[src/rtl/paralelo_serial_tx_if.sv]
// rtl/paralelo_serial_tx_if.sv - parallel-in / serial-out link signal bundle
interface paralelo_serial_tx_if;
  logic [8:0] inParalelo;
  logic [1:0] serial;
  logic       fifo_full;
  logic       overflow;
  logic       sync_done;

  modport master (output inParalelo, input serial, fifo_full, overflow, sync_done);
  modport slave  (input inParalelo, output serial, fifo_full, overflow, sync_done);
endinterface

[src/rtl/paralelo_serial_tx.sv]
// rtl/paralelo_serial_tx.sv - byte FIFO feeding a 2-bit MSB-first serialiser with comma sync/idle fill
module paralelo_serial_tx #(
  parameter int          DEPTH       = 4,
  parameter int          SYNC_COMMAS = 4,
  parameter logic [7:0]  COMMA       = 8'hBC
) (
  input  logic                 clk16,
  input  logic                 reset16,
  paralelo_serial_tx_if.slave  bus
);
  localparam int PTR_W = $clog2(DEPTH);
  localparam int CNT_W = $clog2(DEPTH + 1);
  localparam int SYN_W = $clog2(SYNC_COMMAS + 2);
  localparam logic [CNT_W-1:0] DEPTH_C = CNT_W'(DEPTH);
  localparam logic [SYN_W-1:0] SYNC_C  = SYN_W'(SYNC_COMMAS);

  logic [1:0]       fase_q, fase_d;
  logic [7:0]       shreg_q, shreg_d;
  logic [1:0]       serial_q, serial_d;
  logic [SYN_W-1:0] sync_cnt_q, sync_cnt_d;
  logic [PTR_W-1:0] wr_ptr_q, wr_ptr_d;
  logic [PTR_W-1:0] rd_ptr_q, rd_ptr_d;
  logic [CNT_W-1:0] count_q, count_d;
  logic             full_q, full_d;
  logic             overflow_q, overflow_d;
  logic             sync_done_q, sync_done_d;
  logic [7:0]       mem_q [DEPTH];

  logic             boundary;
  logic             in_sync;
  logic             wr_req;
  logic             wr_ok;
  logic             pop;
  logic [7:0]       next_byte;

  always_comb begin
    fase_d      = fase_q + 2'd1;
    shreg_d     = shreg_q;
    serial_d    = serial_q;
    sync_cnt_d  = sync_cnt_q;
    wr_ptr_d    = wr_ptr_q;
    rd_ptr_d    = rd_ptr_q;
    count_d     = count_q;
    sync_done_d = sync_done_q;
    next_byte   = COMMA;

    boundary = (fase_q == 2'd0);
    in_sync  = (sync_cnt_q < SYNC_C);
    wr_req   = bus.inParalelo[8];
    // Fullness is judged on the pre-edge count, so a same-edge pop never frees room.
    wr_ok    = wr_req && (count_q < DEPTH_C);
    pop      = boundary && !in_sync && (count_q != '0);

    if (pop) begin
      next_byte = mem_q[rd_ptr_q];
    end

    case (fase_q)
      2'd0: begin
        shreg_d  = next_byte;
        serial_d = next_byte[7:6];
      end
      2'd1:    serial_d = shreg_q[5:4];
      2'd2:    serial_d = shreg_q[3:2];
      default: serial_d = shreg_q[1:0];
    endcase

    if (boundary && in_sync) begin
      sync_cnt_d = sync_cnt_q + SYN_W'(1);
    end
    sync_done_d = sync_done_q | (sync_cnt_d == SYNC_C);

    if (wr_ok) begin
      wr_ptr_d = wr_ptr_q + PTR_W'(1);
    end
    if (pop) begin
      rd_ptr_d = rd_ptr_q + PTR_W'(1);
    end

    case ({wr_ok, pop})
      2'b10:   count_d = count_q + CNT_W'(1);
      2'b01:   count_d = count_q - CNT_W'(1);
      default: count_d = count_q;
    endcase

    full_d     = (count_d == DEPTH_C);
    overflow_d = overflow_q | (wr_req && !wr_ok);
  end

  always_ff @(posedge clk16) begin
    if (!reset16) begin
      fase_q      <= 2'd0;
      shreg_q     <= 8'h00;
      serial_q    <= 2'b00;
      sync_cnt_q  <= '0;
      wr_ptr_q    <= '0;
      rd_ptr_q    <= '0;
      count_q     <= '0;
      full_q      <= 1'b0;
      overflow_q  <= 1'b0;
      sync_done_q <= 1'b0;
    end else begin
      fase_q      <= fase_d;
      shreg_q     <= shreg_d;
      serial_q    <= serial_d;
      sync_cnt_q  <= sync_cnt_d;
      wr_ptr_q    <= wr_ptr_d;
      rd_ptr_q    <= rd_ptr_d;
      count_q     <= count_d;
      full_q      <= full_d;
      overflow_q  <= overflow_d;
      sync_done_q <= sync_done_d;
    end
  end

  // Storage needs no reset; emptiness is carried by the pointers and count.
  always_ff @(posedge clk16) begin
    if (reset16 && wr_ok) begin
      mem_q[wr_ptr_q] <= bus.inParalelo[7:0];
    end
  end

  assign bus.serial    = serial_q;
  assign bus.fifo_full = full_q;
  assign bus.overflow  = overflow_q;
  assign bus.sync_done = sync_done_q;
endmodule

[src/flat_wrapper.sv]
// flat-port wrapper written by rule: the top's interface ports become plain ports
module paralelo_serial_tx_flat 
#(
  parameter int          DEPTH       = 4,
  parameter int          SYNC_COMMAS = 4,
  parameter logic [7:0]  COMMA       = 8'hBC
)
  (clk16, reset16, bus_inParalelo, bus_serial, bus_fifo_full, bus_overflow, bus_sync_done);
  paralelo_serial_tx_if bus_i ();
  input  logic clk16;
  input  logic reset16;
  input wire logic [$bits(bus_i.inParalelo)-1:0] bus_inParalelo;
  output wire logic [$bits(bus_i.serial)-1:0] bus_serial;
  output wire logic [$bits(bus_i.fifo_full)-1:0] bus_fifo_full;
  output wire logic [$bits(bus_i.overflow)-1:0] bus_overflow;
  output wire logic [$bits(bus_i.sync_done)-1:0] bus_sync_done;
  assign bus_i.inParalelo = bus_inParalelo;
  assign bus_serial = bus_i.serial;
  assign bus_fifo_full = bus_i.fifo_full;
  assign bus_overflow = bus_i.overflow;
  assign bus_sync_done = bus_i.sync_done;
  paralelo_serial_tx #(.DEPTH(DEPTH), .SYNC_COMMAS(SYNC_COMMAS), .COMMA(COMMA)) u_core (.clk16(clk16), .reset16(reset16), .bus(bus_i));
endmodule
[config.mk]
export PLATFORM = sky130hd
export DESIGN_NAME = paralelo_serial_tx_flat
export DESIGN_NICKNAME = d
export VERILOG_FILES = /design/src/rtl/paralelo_serial_tx_if.sv /design/src/rtl/paralelo_serial_tx.sv /design/src/flat_wrapper.sv
export SDC_FILE = /design/constraint.sdc
export NUM_CORES = 1
export LEC_CHECK = 0
export CAP_MARGIN = 20
export CORE_MARGIN = 3
export CORE_UTILIZATION = 40
export CTS_BUF_LIST = sky130_fd_sc_hd__clkbuf_8
export DETAILED_ROUTE_END_ITERATION = 16
export PLACE_DENSITY = 0.55
export SYNTH_ARGS = -nofsm -noshare
export SYNTH_HDL_FRONTEND = slang
export SYNTH_SLANG_ARGS = --single-unit
[constraint.sdc]
create_clock -name clk16 -period 6.77 [get_ports clk16]
set_clock_uncertainty 0.05 [all_clocks]
set_input_delay 1.0155 -clock clk16 [delete_from_list [all_inputs] [get_ports clk16]]
set_output_delay 1.0155 -clock clk16 [all_outputs]
set_load 0.05 [all_outputs]
# Word level (Yosys, flattened, before mapping)
# Memory sizes are Yosys's and may differ from the RTL's. A register that Yosys moved wholly into a read port is not among the register bits.
# Cells that the tools add are included.
# word_totals
reg_bits	23
ramBits	32
inputBits	11
output_inout_bits	5
word_cells	45
n_memories	1
# op_classes
add_sub_neg	6
n_lt_le_gt_ge	2
n_eq_ne	6
n_mux	8
bitwise	2
reduce_logical	10
# mem_list
name	depth	word_bits	read_ports	rd_clocked_by_memory_dff	write_ports	line_no	source
u_core.mem_q	4	8	1	1	1	paralelo_serial_tx.sv:27	logic [7:0] mem_q [DEPTH];
# ops
op	count
2-to-1 mux 8 bit	1
adder 2 x 1 -> 2 bit, second input constant	3
adder 3 x 1 -> 3 bit, second input constant	2
equality test 3 bit, second input constant	2
logical AND 1 bit	6
less-than comparator 3 bit, second input constant	2
one-hot mux 2 bit (3 select lines)	1
one-hot mux 3 bit (2 select lines)	1
equality test 2 x 1 -> 1 bit, second input constant	2
equality test 2 bit, second input constant	2
2-to-1 mux 2 bit	2
2-to-1 mux 3 bit	1
nonzero test 3 bit	1
subtractor 3 x 1 -> 3 bit, second input constant	1
logical NOT 1 bit	2
logical NOT 2 bit	1
2-to-1 mux 1 bit	2
bitwise OR 1 bit	2

# Depth between registers and ports, before layout
# Gate-level depths: netlist (run 1).
# logic_depth
depth_word	7
ltp_mapped	11
mapped_depth_nobuf	10

# Worst setup path after synthesis (run 1)
# No wires, ideal clock.
# synth_timing
path_type	input to register
startpoint	input bus_inParalelo[8]
endpoint	register u_core.count_q[2]
setup_time_ps	76
arrival_ps	2531
t_required_ps	6644
path_slack_ps	4113
path_stages	9
n_path_buf	1
path_cell_list	nor2b_1 clkbuf_1 inv_1 ha_1 inv_1 fa_1 xor2_1 or3_1 a21boi_0
# synth_via
elab_chain_cells	3
elab_cells_between_ends	4
classes_between	eq/ne: 2; mux: 1; reduce/logical: 1
# synth_rtl
item	line_no	source
start: declaration	flat_wrapper.sv:12	input wire logic [$bits(bus_i.inParalelo)-1:0] bus_inParalelo;
logical AND 1 bit *	paralelo_serial_tx.sv:51	wr_ok = wr_req && (count_q < DEPTH_C);
equality test 2 x 1 -> 1 bit or equality test 2 bit (tied branches)	paralelo_serial_tx.sv:80	case ({wr_ok, pop})
one-hot mux 3 bit (2 select lines) *	paralelo_serial_tx.sv:80	
end signal: assignment	paralelo_serial_tx.sv:109	count_q <= count_d;
end: declaration	paralelo_serial_tx.sv:23	logic [CNT_W-1:0] count_q, count_d;
# Every way passes the cells marked *; elsewhere a longest branch is shown, timed or not.
# A chain may end at the register's enable or synchronous reset.

# Worst setup path after layout (run 1)
# layout_timing
startpoint	input bus_inParalelo[8]
endpoint	register u_core.full_q, in the netlist u_core.bus.fifo_full
# layout_via
elab_chain_cells	4
elab_cells_between_ends	5
classes_between	eq/ne: 3; mux: 1; reduce/logical: 1
# layout_rtl
item	line_no	source
logical AND 1 bit *	paralelo_serial_tx.sv:51	
equality test 2 x 1 -> 1 bit or equality test 2 bit (tied branches)	paralelo_serial_tx.sv:80	
one-hot mux 3 bit (2 select lines) *	paralelo_serial_tx.sv:80	
equality test 3 bit *	paralelo_serial_tx.sv:86	full_d = (count_d == DEPTH_C);
end signal: assignment	paralelo_serial_tx.sv:110	full_q <= full_d;
end: declaration	paralelo_serial_tx.sv:24	logic full_q, full_d;
# Marked as above.

==> results of run 1 <==
worst register-to-register path: stages, from the launching register on:
cell and delay [ns]:
dfxtp_1 0.34, inv_1 0.09, ha_1 0.41, o311ai_4 0.26, inv_2 0.17, ha_1 0.19, inv_1 0.06, fa_1 0.37
xor2_1 0.15, or3_1 0.34, a21boi_0 0.22
cell usage in the layout (no fill, tap or decap), types with 8 or more instances in the layout:
cell,instances
inv_1,11
edfxtp_1,32
mux4_2,8
clkdlybuf4s50_1,15
ha_1,10
clkbuf_8,9
dfxtp_1,25
cell families after synthesis:
group                    after synthesis
buffers and inverters                 18
multiplexers                          10
flip-flops                            57
AND/OR/NAND/NOR                       31
adder cells (fa/ha/maj)               11
XOR/XNOR                               5
AO/OA/AOI/OAI                         23
final timing paths:
path                                        start                   end  cells past startpoint
worst min register to register  u_core.shreg_q[1]     u_core.shreg_q[1]                      2
worst max register to register   u_core.fase_q[0]     u_core.count_q[2]                     10
worst min-delay path            u_core.shreg_q[1]     u_core.shreg_q[1]                      2
worst max-delay path            bus_inParalelo[8]  u_core.bus.fifo_full                      9
layout make-up:
class	count	area, sq um
timing repair buffer	16	157.7
fill	493	2841
clock inverter	7	61.31
tap	72	90.09
multi-input combinational	80	763.2
sequential	57	1461
clock buffer	9	123.9
inverter	11	41.29
per-layer routing:
| layer | wire, microns | up-vias |
|---|---|---|
| met1 | 1769 | 607 |
| met2 | 1815 | 26 |
| met5 | 0 | - |
| met4 | 61 | 0 |
| met3 | 163 | 6 |
| li1 | - | 607 |
registers in the layout, indices dropped and copies added (netlist names), named ones only:
name,flops
u_core.count_q,3
u_core.bus.overflow,1
u_core.bus.fifo_full,1
u_core.mem_q,32
u_core.bus.sync_done,1
u_core.shreg_q,6
u_core.bus.serial,2
u_core.fase_q,2
u_core.wr_ptr_q,2
u_core.sync_cnt_q,3
u_core.rd_ptr_q,2
power groups by stage:
stage	Clock [mW]	Sequential, mW	Combinational (mW)
final	0.296	0.395	0.0656
after global routing	0.325	0.397	0.0734
after CTS	0.307	0.395	0.0666
after detailed placement	0	0.403	0.0664
after global placement	0	0.401	0.0642
after floorplan	0	0.405	0.0422
metrics by stage:
step           hold slack [ns]  setup WS, ns  instances  cell area (sq um)  utilization [%]
2_1_floorplan           0.3901         4.113        155               2306                -
3_3_place_gp            0.4005         3.566        236               2514            45.37
3_5_place_dp            0.4076         3.443        236               2514            45.37
4_1_cts                 0.4204         3.812        252               2699            48.71
5_1_grt                 0.4532         3.662        252               2699            48.71
6_report                0.4196         3.796        252               2699            48.71
Yosys cell counts, types with 2 or more instances:
library cell  number
nand3b_1           2
a21oi_1            6
and2_1             6
mux2i_1            2
nor2b_1            6
inv_1             10
nand2_1            4
edfxtp_1          32
o21ai_0            6
o221a_2            4
ha_1              10
dfxtp_1           25
clkbuf_1           5
nand3_1            2
mux4_2             8
xnor2_1            4
nor3b_1            3
and3_1             4
a221oi_1           2
==> key figures, run 1 <==
Status
  – Run status: finished clean

CTS
  – Max Root-Sink Buffers: 2
  – Post-CTS Setup Inserts: 0
  – Clock-pin slew on the worst setup and hold paths: approximately 0.07 ns
  – Number of buffers created by CTS: 9
  – CTS root buffer: clkbuf_8
  – Hold-fix buffers, CTS: 0
  – Level count of the clock H-tree: 3
  – TritonCTS clock tree: built
  – Total of cells resized after clock tree synthesis: 0
  – Number of sinks driven by the clock tree: 57
  – Insertion delay to the later sink of the worst-skew pair: roughly 0.33 ns

Global route
  – Largest net degree at the start of global routing: 31
  – Combined global-route utilization of all metal layers: a little over an eighth
  – GRT overflow: 0
  – Via count of the first global-routing pass: 1,296
  – Global routing met2 resource utilization: 19.95%
  – First-pass GRT wire length: between 6 and 7 mm
  – Met3 GRT Util: 3.618%
  – Met1 track demand over resource in global routing: 16.83%
  – GR peak layer: met2
  – Antenna violations before repair: 0

Power and ir drop
  – Leakage component of the power: 0.9634 nW
  – Net switching power figure: 176.0 uW
  – Power density of the placed cells: 280.3 mW/mm^2
  – Proportion of total power due to net switching: a little under a quarter
  – Share of total power in sequential cells: a little over half
  – Worst vdd rail ir drop: between 150 and 200 uV
  – Total Power Consumption: 756.4 uW
  – Internal power: between 500 and 600 uW
  – Clock group share of total power: roughly two fifths
  – Combinational group share of total power: roughly 8.7%

Timing
  – Final sum of negative setup slack: 0 ns
  – Share of the clock period used by the worst path: between 40% and 50%
  – FMAX: 336.3 MHz
  – Setup repair after global routing missed its margin: no
  – Number of hold violations in the final report: 0
  – Max-slew violations: 0
  – Minimum clock period: about 3.0 ns
  – Worst slew margin: a little over 60%
  – Count of endpoints failing setup in the final report: 0
  – Worst Max-Slew Pin Slew: roughly 0.57 ns

Critical path
  – Critical Setup Path Class: in -> reg
  – Critical Path Start Type: primary input
  – Worst path max stage delay: roughly 0.47 ns
  – Slowest stage cell, crit path: clkdlybuf4s50_1
  – Arrival @ worst endpoint: 3.13 ns
  – Cell type group with the largest total delay on the critical path: adder cells
  – Cells traversed along the worst timing path: clkdlybuf4s50_1 -> nor2b_1 -> inv_1 -> ha_1 -> inv_1 -> fa_1 -> and3b_2 -> o21ai_0 -> a21oi_1
  – Largest fanout of any net on the critical path: 7
  – Setup slack on the worst flop-to-flop path: slightly above 4 ns
  – Cell repeated most along the worst path: inv_1
  – Worst EP required: just under 7 ns
  – Buffers and inverters on the worst path: 3
  – Crit end category: register

Route
  – Initial DRC count: 58
  – Iteration count of the initial detailed-routing pass: 6
  – Number of antenna-violating nets in the routed design: 0
  – WL final: roughly 3.8 mm
  – Remaining DRCs: 0
  – Number of vias in the routed layout: approximately 1,200
  – Routed length per instance: between 15 and 20 microns
  – Average vias per placed instance: about 4.9

Floorplanning
  – Die W: slightly above 80 microns
  – Area of the core: between 0.005 and 0.006 sq mm
  – Site Rows: 27
  – I/O pin cnt: 16
  – Full die area: roughly 0.0067 sq mm
  – Vertical extent of the die: a little over 80 microns
  – Starting Density: about two fifths

Synthesis
  – Ys async rst share: 0%
  – Post-synth EDFFs: 32
  – Dominant combinational cell family by area after synthesis: multiplexers
  – Complex-gate fraction of the synthesized area: under 10%
  – Yosys warns: 0
  – Flops & latches, synth: 57
  – Synthesized netlist net count: between 150 and 200
  – Yosys top cell by area: edfxtp_1
  – Cell types with the largest area share after synthesis: edfxtp_1 42%, dfxtp_1 22%, mux4_2 7.8%
  – Area share of the largest cell type after synthesis: between 40% and 50%
  – Synth Flop Type: edfxtp_1
  – Gate Count Post-Synth: about 160
  – Count of different cell masters after synthesis: 33
  – Seq/Total Area, Yosys: around 63%
  – Multiplexer share of the synthesized area: just under 9%
  – Xor and xnor fraction of the mapped netlist area: 1.899%
  – Syn_area_per_cell: 14.88 sq um
  – Fraction of the mapped netlist area in adder cells: 6.294%
  – Total standard cell area after synthesis: around 0.0023 sq mm
  – Post-synthesis share of cell area spent on and, or, nand and nor gates: around 8.2%

Finish
  – Fraction of final layout cells sized beyond drive strength 1: between 10% and 20%
  – P&R area growth vs syn: 17.04%
  – Antenna Cells: 0
  – Final nets: approximately 200

Flow run
  – # Max-Cap Violations: 0

Min path
  – Class of the most critical hold timing path: reg -> reg

Placed design
  – Port buffer count: 15
  – Dpl hpwl: between 2 and 3 mm
  – Final GP Congestion: about 0.7
No activity file was read; power rests on OpenSTA's default activity.
==> inputs of run 2 (changes only) <==
Settings changed: PLACE_DENSITY 0.55 to 0.57.
Clock period 6.77 ns to 2.65 ns, I/O delays scaled along.
==> run 2 against run 1 <==
Global-route usage fell by 0.56 points. Count of clock-buffer cells in the layout unchanged. Utilization rose by 0.25 points. Non-clock buffer count is 2 higher. Clock power grew to 2.5 times the previous value. Sequential share of layout area decreased by 0.27 points. Worst setup slack lost 3.5 ns. Register-to-register slack worse by 3.8 ns. Largest power group unchanged. Highest routed layer unchanged.
==> key figures, run 2 (synthesis gave the netlist of run 1 again) <==
Status
  – Run status: finished clean

Finish
  – Registers with the highest flip-flop counts: u_core.mem_q: 32 flops, u_core.shreg_q: 6 flops
  – P&R area growth vs syn: 17.63%
  – Number of flip-flops in the largest register: 32
  – Register area: approximately 0.0015 sq mm
  – Register with the highest flop count: u_core.mem_q
  – Fraction of final layout cells sized beyond drive strength 1: 18.23%
  – Antenna Cells: 0
  – # fillers: 489
  – Commonest cells after routing, fill and taps aside: 32 x edfxtp_1, 25 x dfxtp_1, 15 x clkdlybuf4s50_1, 10 x inv_1, 10 x ha_1
  – Most frequent standard cell in the layout excluding fill and tap cells: edfxtp_1
  – Final nets: roughly 200
  – Area occupied by multi-input gates: about 760 sq um

Critical path
  – Crit end category: register
  – Setup crit start: u_core.fase_q[0]
  – Setup slack on the worst flop-to-flop path: around 0.26 ns
  – Largest fanout of any net on the critical path: 8
  – Critical Path Start Type: register
  – Cells on worst reg2reg path: 10
  – Arrival @ worst endpoint: approximately 2.6 ns
  – Launch point of the worst reg-to-reg path: u_core.fase_q[0]
  – FF-to-FF End: u_core.count_q[2]
  – Critical Setup Path Class: reg -> reg
  – Worst EP required: approximately 2.9 ns

CTS
  – Post-CTS Setup Inserts: 0
  – Hold-fix buffers, CTS: 0
  – CTS root buffer: clkbuf_8
  – TritonCTS clock tree: built
  – Max Root-Sink Buffers: 2
  – Number of buffers created by CTS: 9
  – Clock-pin slew on the worst setup and hold paths: roughly 0.060 ns
  – Number of sinks driven by the clock tree: 57
  – Total of cells resized after clock tree synthesis: 0
  – Level count of the clock H-tree: 3
  – Insertion delay to the later sink of the worst-skew pair: between 0.3 and 0.4 ns

Route
  – Number of vias in the routed layout: ~1,200
  – Remaining DRCs: 0
  – Iteration count of the initial detailed-routing pass: 4
  – Initial DRC count: just under 80
  – WL final: approximately 3.7 mm
  – Routed length per instance: approximately 14 microns
  – Average vias per placed instance: roughly 5
  – Number of antenna-violating nets in the routed design: 0

Floorplanning
  – Area of the core: 0.005540 sq mm
  – Die W: just over 80 microns
  – Site Rows: 27
  – Starting Density: approximately two fifths
  – Vertical extent of the die: 81.93 microns
  – I/O pin cnt: 16
  – Full die area: approximately 0.0067 sq mm

Power and ir drop
  – Power density of the placed cells: between 700 and 800 mW/mm^2
  – Clock group share of total power: 38.6%
  – Leakage component of the power: between 0.9 and 1 nW
  – Proportion of total power due to net switching: a little under a quarter
  – Worst vdd rail ir drop: 368.4 uV
  – Share of total power in sequential cells: 52.3%
  – Total Power Consumption: between 1.5 and 2 mW
  – Net switching power figure: approximately 440 uW
  – Internal power: roughly 1.5 mW
  – Combinational group share of total power: a little under a tenth

Timing
  – Setup repair after global routing missed its margin: no
  – Final hold slack: roughly 0.42 ns
  – Share of the clock period used by the worst path: 90.34%
  – FMAX: ~420 MHz
  – Worst slew margin: between 60% and 70%
  – Final sum of negative setup slack: 0 ns
  – Worst Max-Slew Pin Slew: roughly 0.54 ns
  – Final worst setup slack: around 0.26 ns
  – Minimum clock period: approximately 2.4 ns
  – Number of hold violations in the final report: 0
  – Count of endpoints failing setup in the final report: 0
  – Max-slew violations: 0

Flow run
  – # Max-Cap Violations: 0

Global route
  – First-pass GRT wire length: roughly 6.1 mm
  – Combined global-route utilization of all metal layers: about an eighth
  – GRT overflow: 0
  – Largest net degree at the start of global routing: 25
  – Antenna violations before repair: 0
  – Via count of the first global-routing pass: 1,285

Placed design
  – Dpl hpwl: 2.571 mm
  – Final GP Congestion: approximately 0.75
  – DP Worst Slack: roughly 0.21 ns
  – Port buffer count: 15

Min path
  – Class of the most critical hold timing path: reg -> reg
  – Number of stages on the worst hold path: 2
  – End point of the most critical hold path: u_core.shreg_q[0]
  – Hold wc startpoint: u_core.shreg_q[0]
==> run 2: metal layers <==
layer / wire, microns / part of all wire, % / vias up / global-route usage [%]
met1: 1560 / 43 / 598 / 14.30
met2: 1924 / 53 / 19 / 21.65
li1: - / - / 608 / -
met4: 32 / 0.87 / 0 / 4.983
met3: 147 / 4.0 / 5 / 5.263
met5: 0 / 0 / - / 0
==> run 2: through the flow <==
stage | cells | utilization (%) | cell area, sq um
detailed placement | 238 | 45.64 | 2529
finish | 253 | 48.96 | 2713
floorplan | 155 | - | 2306
global route | 253 | 48.96 | 2713
CTS | 253 | 48.96 | 2713
global placement | 238 | 45.64 | 2529
==> run 2: how the worst max path moves through the flow <==
stage,to,depth (start not counted)
after floorplan,u_core.count_q[2],11
after global placement,u_core.count_q[2],9
after detailed placement,u_core.bus.fifo_full,9
after CTS,u_core.count_q[2],10
after global routing,u_core.count_q[2],10
final,u_core.count_q[2],10
==> run 2: cell type report <==
class                      instances  area share (%)
tap                               72           3.321
inverter                          11           1.522
sequential                        57           53.87
clock inverter                     6           2.214
multi-input combinational         80           28.14
clock buffer                       9           4.566
timing repair buffer              18           6.365
==> run 2: critical path: stages, from the launching register on <==
cell and delay [ns]:
dfxtp_1 0.34, inv_1 0.09, ha_1 0.23, o311ai_4 0.18, inv_2 0.14, ha_1 0.19, inv_1 0.06, fa_1 0.37
xor2_1 0.15, or3_1 0.33, a21boi_0 0.18
==> run 2: power by group through the flow <==
stage	registers, mW	logic [mW]	clock network (mW)
floorplan	1.03	0.108	0
global placement	1.02	0.167	0
detailed placement	1.03	0.178	0
CTS	1.01	0.179	0.766
global route	1.01	0.197	0.808
finish	1.01	0.175	0.743
==> inputs of run 3 (changes only) <==
Settings changed: MAX_ROUTING_LAYER from default to met4.
==> run 3 against run 2 <==
Fmax decreased by 0.15%. Register-to-register slack about the same. Total power barely moved. Critical endpoint unchanged. Largest cell class unchanged. Sequential share of layout area did not move. Final cell count stayed put. Highest routed layer unchanged. First-iteration DRC count grew 5.1%. Sequential power about the same. Design area unchanged.
==> key figures, run 3 (synthesis gave the netlist of run 1 again) <==
Critical path
  – Setup slack on the worst flop-to-flop path: between 0.2 and 0.3 ns
  – Arrival @ worst endpoint: approximately 2.6 ns
  – Crit end category: register
  – Slowest stage cell, crit path: fa_1
  – Critical Path Start Type: register
  – Critical Setup Path Class: reg -> reg
  – Worst path max stage delay: approximately 0.37 ns
  – Cells traversed along the worst timing path: inv_1 -> ha_1 -> o311ai_4 -> inv_2 -> ha_1 -> inv_1 -> fa_1 -> xor2_1 -> or3_1 -> a21boi_0
  – Cells on worst reg2reg path: 10
  – Largest fanout of any net on the critical path: 8
  – Worst EP required: ~2.9 ns

Finish
  – Register with the highest flop count: u_core.mem_q
  – # fillers: slightly below 500
  – Number of flip-flops in the largest register: 32
  – Final nets: 199
  – Commonest cells after routing, fill and taps aside: 32 x edfxtp_1, 25 x dfxtp_1, 15 x clkdlybuf4s50_1, 10 x inv_1, 10 x ha_1
  – Most frequent standard cell in the layout excluding fill and tap cells: edfxtp_1
  – P&R area growth vs syn: 17.63%
  – Antenna Cells: 0
  – Number of cells in the finished layout apart from fillers: roughly 250
  – Fraction of final layout cells sized beyond drive strength 1: between 15 and 20%
  – Registers with the highest flip-flop counts: u_core.mem_q: 32 flops, u_core.shreg_q: 6 flops
  – Finished Core Util: approximately half

CTS
  – Number of buffers created by CTS: 9
  – Post-CTS Setup Inserts: 0
  – TritonCTS clock tree: built
  – Total of cells resized after clock tree synthesis: 0
  – Hold-fix buffers, CTS: 0
  – Number of sinks driven by the clock tree: 57
  – CTS root buffer: clkbuf_8
  – Clock-pin slew on the worst setup and hold paths: ~0.060 ns
  – Max Root-Sink Buffers: 2
  – Level count of the clock H-tree: 3
  – Insertion delay to the later sink of the worst-skew pair: approximately 0.32 ns

Timing
  – Final sum of negative setup slack: 0 ns
  – Share of the clock period used by the worst path: approximately 90%
  – Count of endpoints failing setup in the final report: 0
  – Final worst setup slack: around 0.25 ns
  – FMAX: roughly 420 MHz
  – Worst slew margin: a little under two thirds
  – Minimum clock period: approximately 2.4 ns
  – Setup repair after global routing missed its margin: no
  – Max-slew violations: 0
  – Worst Max-Slew Pin Slew: roughly 0.54 ns
  – Number of hold violations in the final report: 0

Placed design
  – Dpl hpwl: 2.571 mm
  – Final GP Congestion: roughly 0.76
  – Count of placed standard cells including taps: between 200 and 250
  – Port buffer count: 15
  – DP Worst Slack: around 0.21 ns

Route
  – Routed length per instance: 14.53 microns
  – Iteration count of the initial detailed-routing pass: 4
  – Number of antenna-violating nets in the routed design: 0
  – WL final: 3.676 mm
  – Average vias per placed instance: between 4 and 5
  – Initial DRC count: 82
  – Remaining DRCs: 0
  – Number of vias in the routed layout: 1,231

Power and ir drop
  – Worst vdd rail ir drop: around 370 uV
  – Leakage component of the power: between 0.9 and 1 nW
  – Power density of the placed cells: slightly above 700 mW/mm^2

Global route
  – Combined global-route utilization of all metal layers: approximately an eighth
  – First-pass GRT wire length: roughly 6 mm
  – Largest net degree at the start of global routing: 25
  – Antenna violations before repair: 0
  – GRT overflow: 0
  – Via count of the first global-routing pass: roughly 1,300

Min path
  – Number of stages on the worst hold path: 2
  – Class of the most critical hold timing path: reg -> reg

Floorplanning
  – Site Rows: 27
  – I/O pin cnt: 16
  – Die W: 81.93 microns
  – Full die area: ~0.0067 sq mm
  – Vertical extent of the die: around 80 microns
  – Starting Density: 41.62%
  – Area of the core: 0.005540 sq mm

Flow run
  – # Max-Cap Violations: 0

Status
  – Run status: finished clean
## run 3: cell counts in the layout (fill, tap and decap cells not counted)
Identical to the previous run, type by type.
## run 3: area by class of cell
cell class	instances	area [sq um]	share of cell area, %
clock buffers	9	123.9	4.566
flip-flops and latches	57	1461	53.87
well taps	72	90.09	3.321
inverters	11	41.29	1.522
repair buffers	18	172.7	6.365
multi-input cells	80	763.2	28.14
clock inverters	6	60.06	2.214
## run 3: path summary, 6_finish.rpt
kind                     start                 to
min          u_core.shreg_q[0]  u_core.shreg_q[0]
max reg2reg   u_core.fase_q[0]  u_core.count_q[2]
max           u_core.fase_q[0]  u_core.count_q[2]
min reg2reg  u_core.shreg_q[0]  u_core.shreg_q[0]
## run 3: routing by layer
metal / vias up / track usage [%] / share of wire (%)
met3: 3 / 5.044 / 3.6
met5: - / - / 0
met2: 20 / 21.57 / 52
met1: 600 / 14.58 / 44
met4: 0 / 4.983 / 0.65
li1: 608 / - / -
## run 3: where the power goes
group / leakage [nW] / total [mW] / internal, mW / switching (mW)
registers: 0.496 / 1.01 / 0.979 / 0.0292
clock network: 0.0925 / 0.743 / 0.423 / 0.320
logic: 0.379 / 0.175 / 0.0844 / 0.0909
## run 3: critical path, delay by kind of cell, from the launching register on
kind / cells / cell delay (ns)
xor gates and xnor gates: 1 / 0.15
AOI/OAI and AO/OA: 2 / 0.36
DFF: 1 / 0.34
adders and majority gates: 3 / 0.79
and+or+nand+nor: 1 / 0.33
buffers and inverters: 3 / 0.29
## run 3: per-stage QoR
step                hold slack, ns  power (mW)  instance area, sq um
global placement            0.4004       1.190                  2529
floorplan                   0.3901       1.142                  2306
finish                      0.4202       1.926                  2713
detailed placement          0.4092       1.205                  2529
CTS                         0.4217       1.953                  2713
global route                0.4581       2.018                  2713
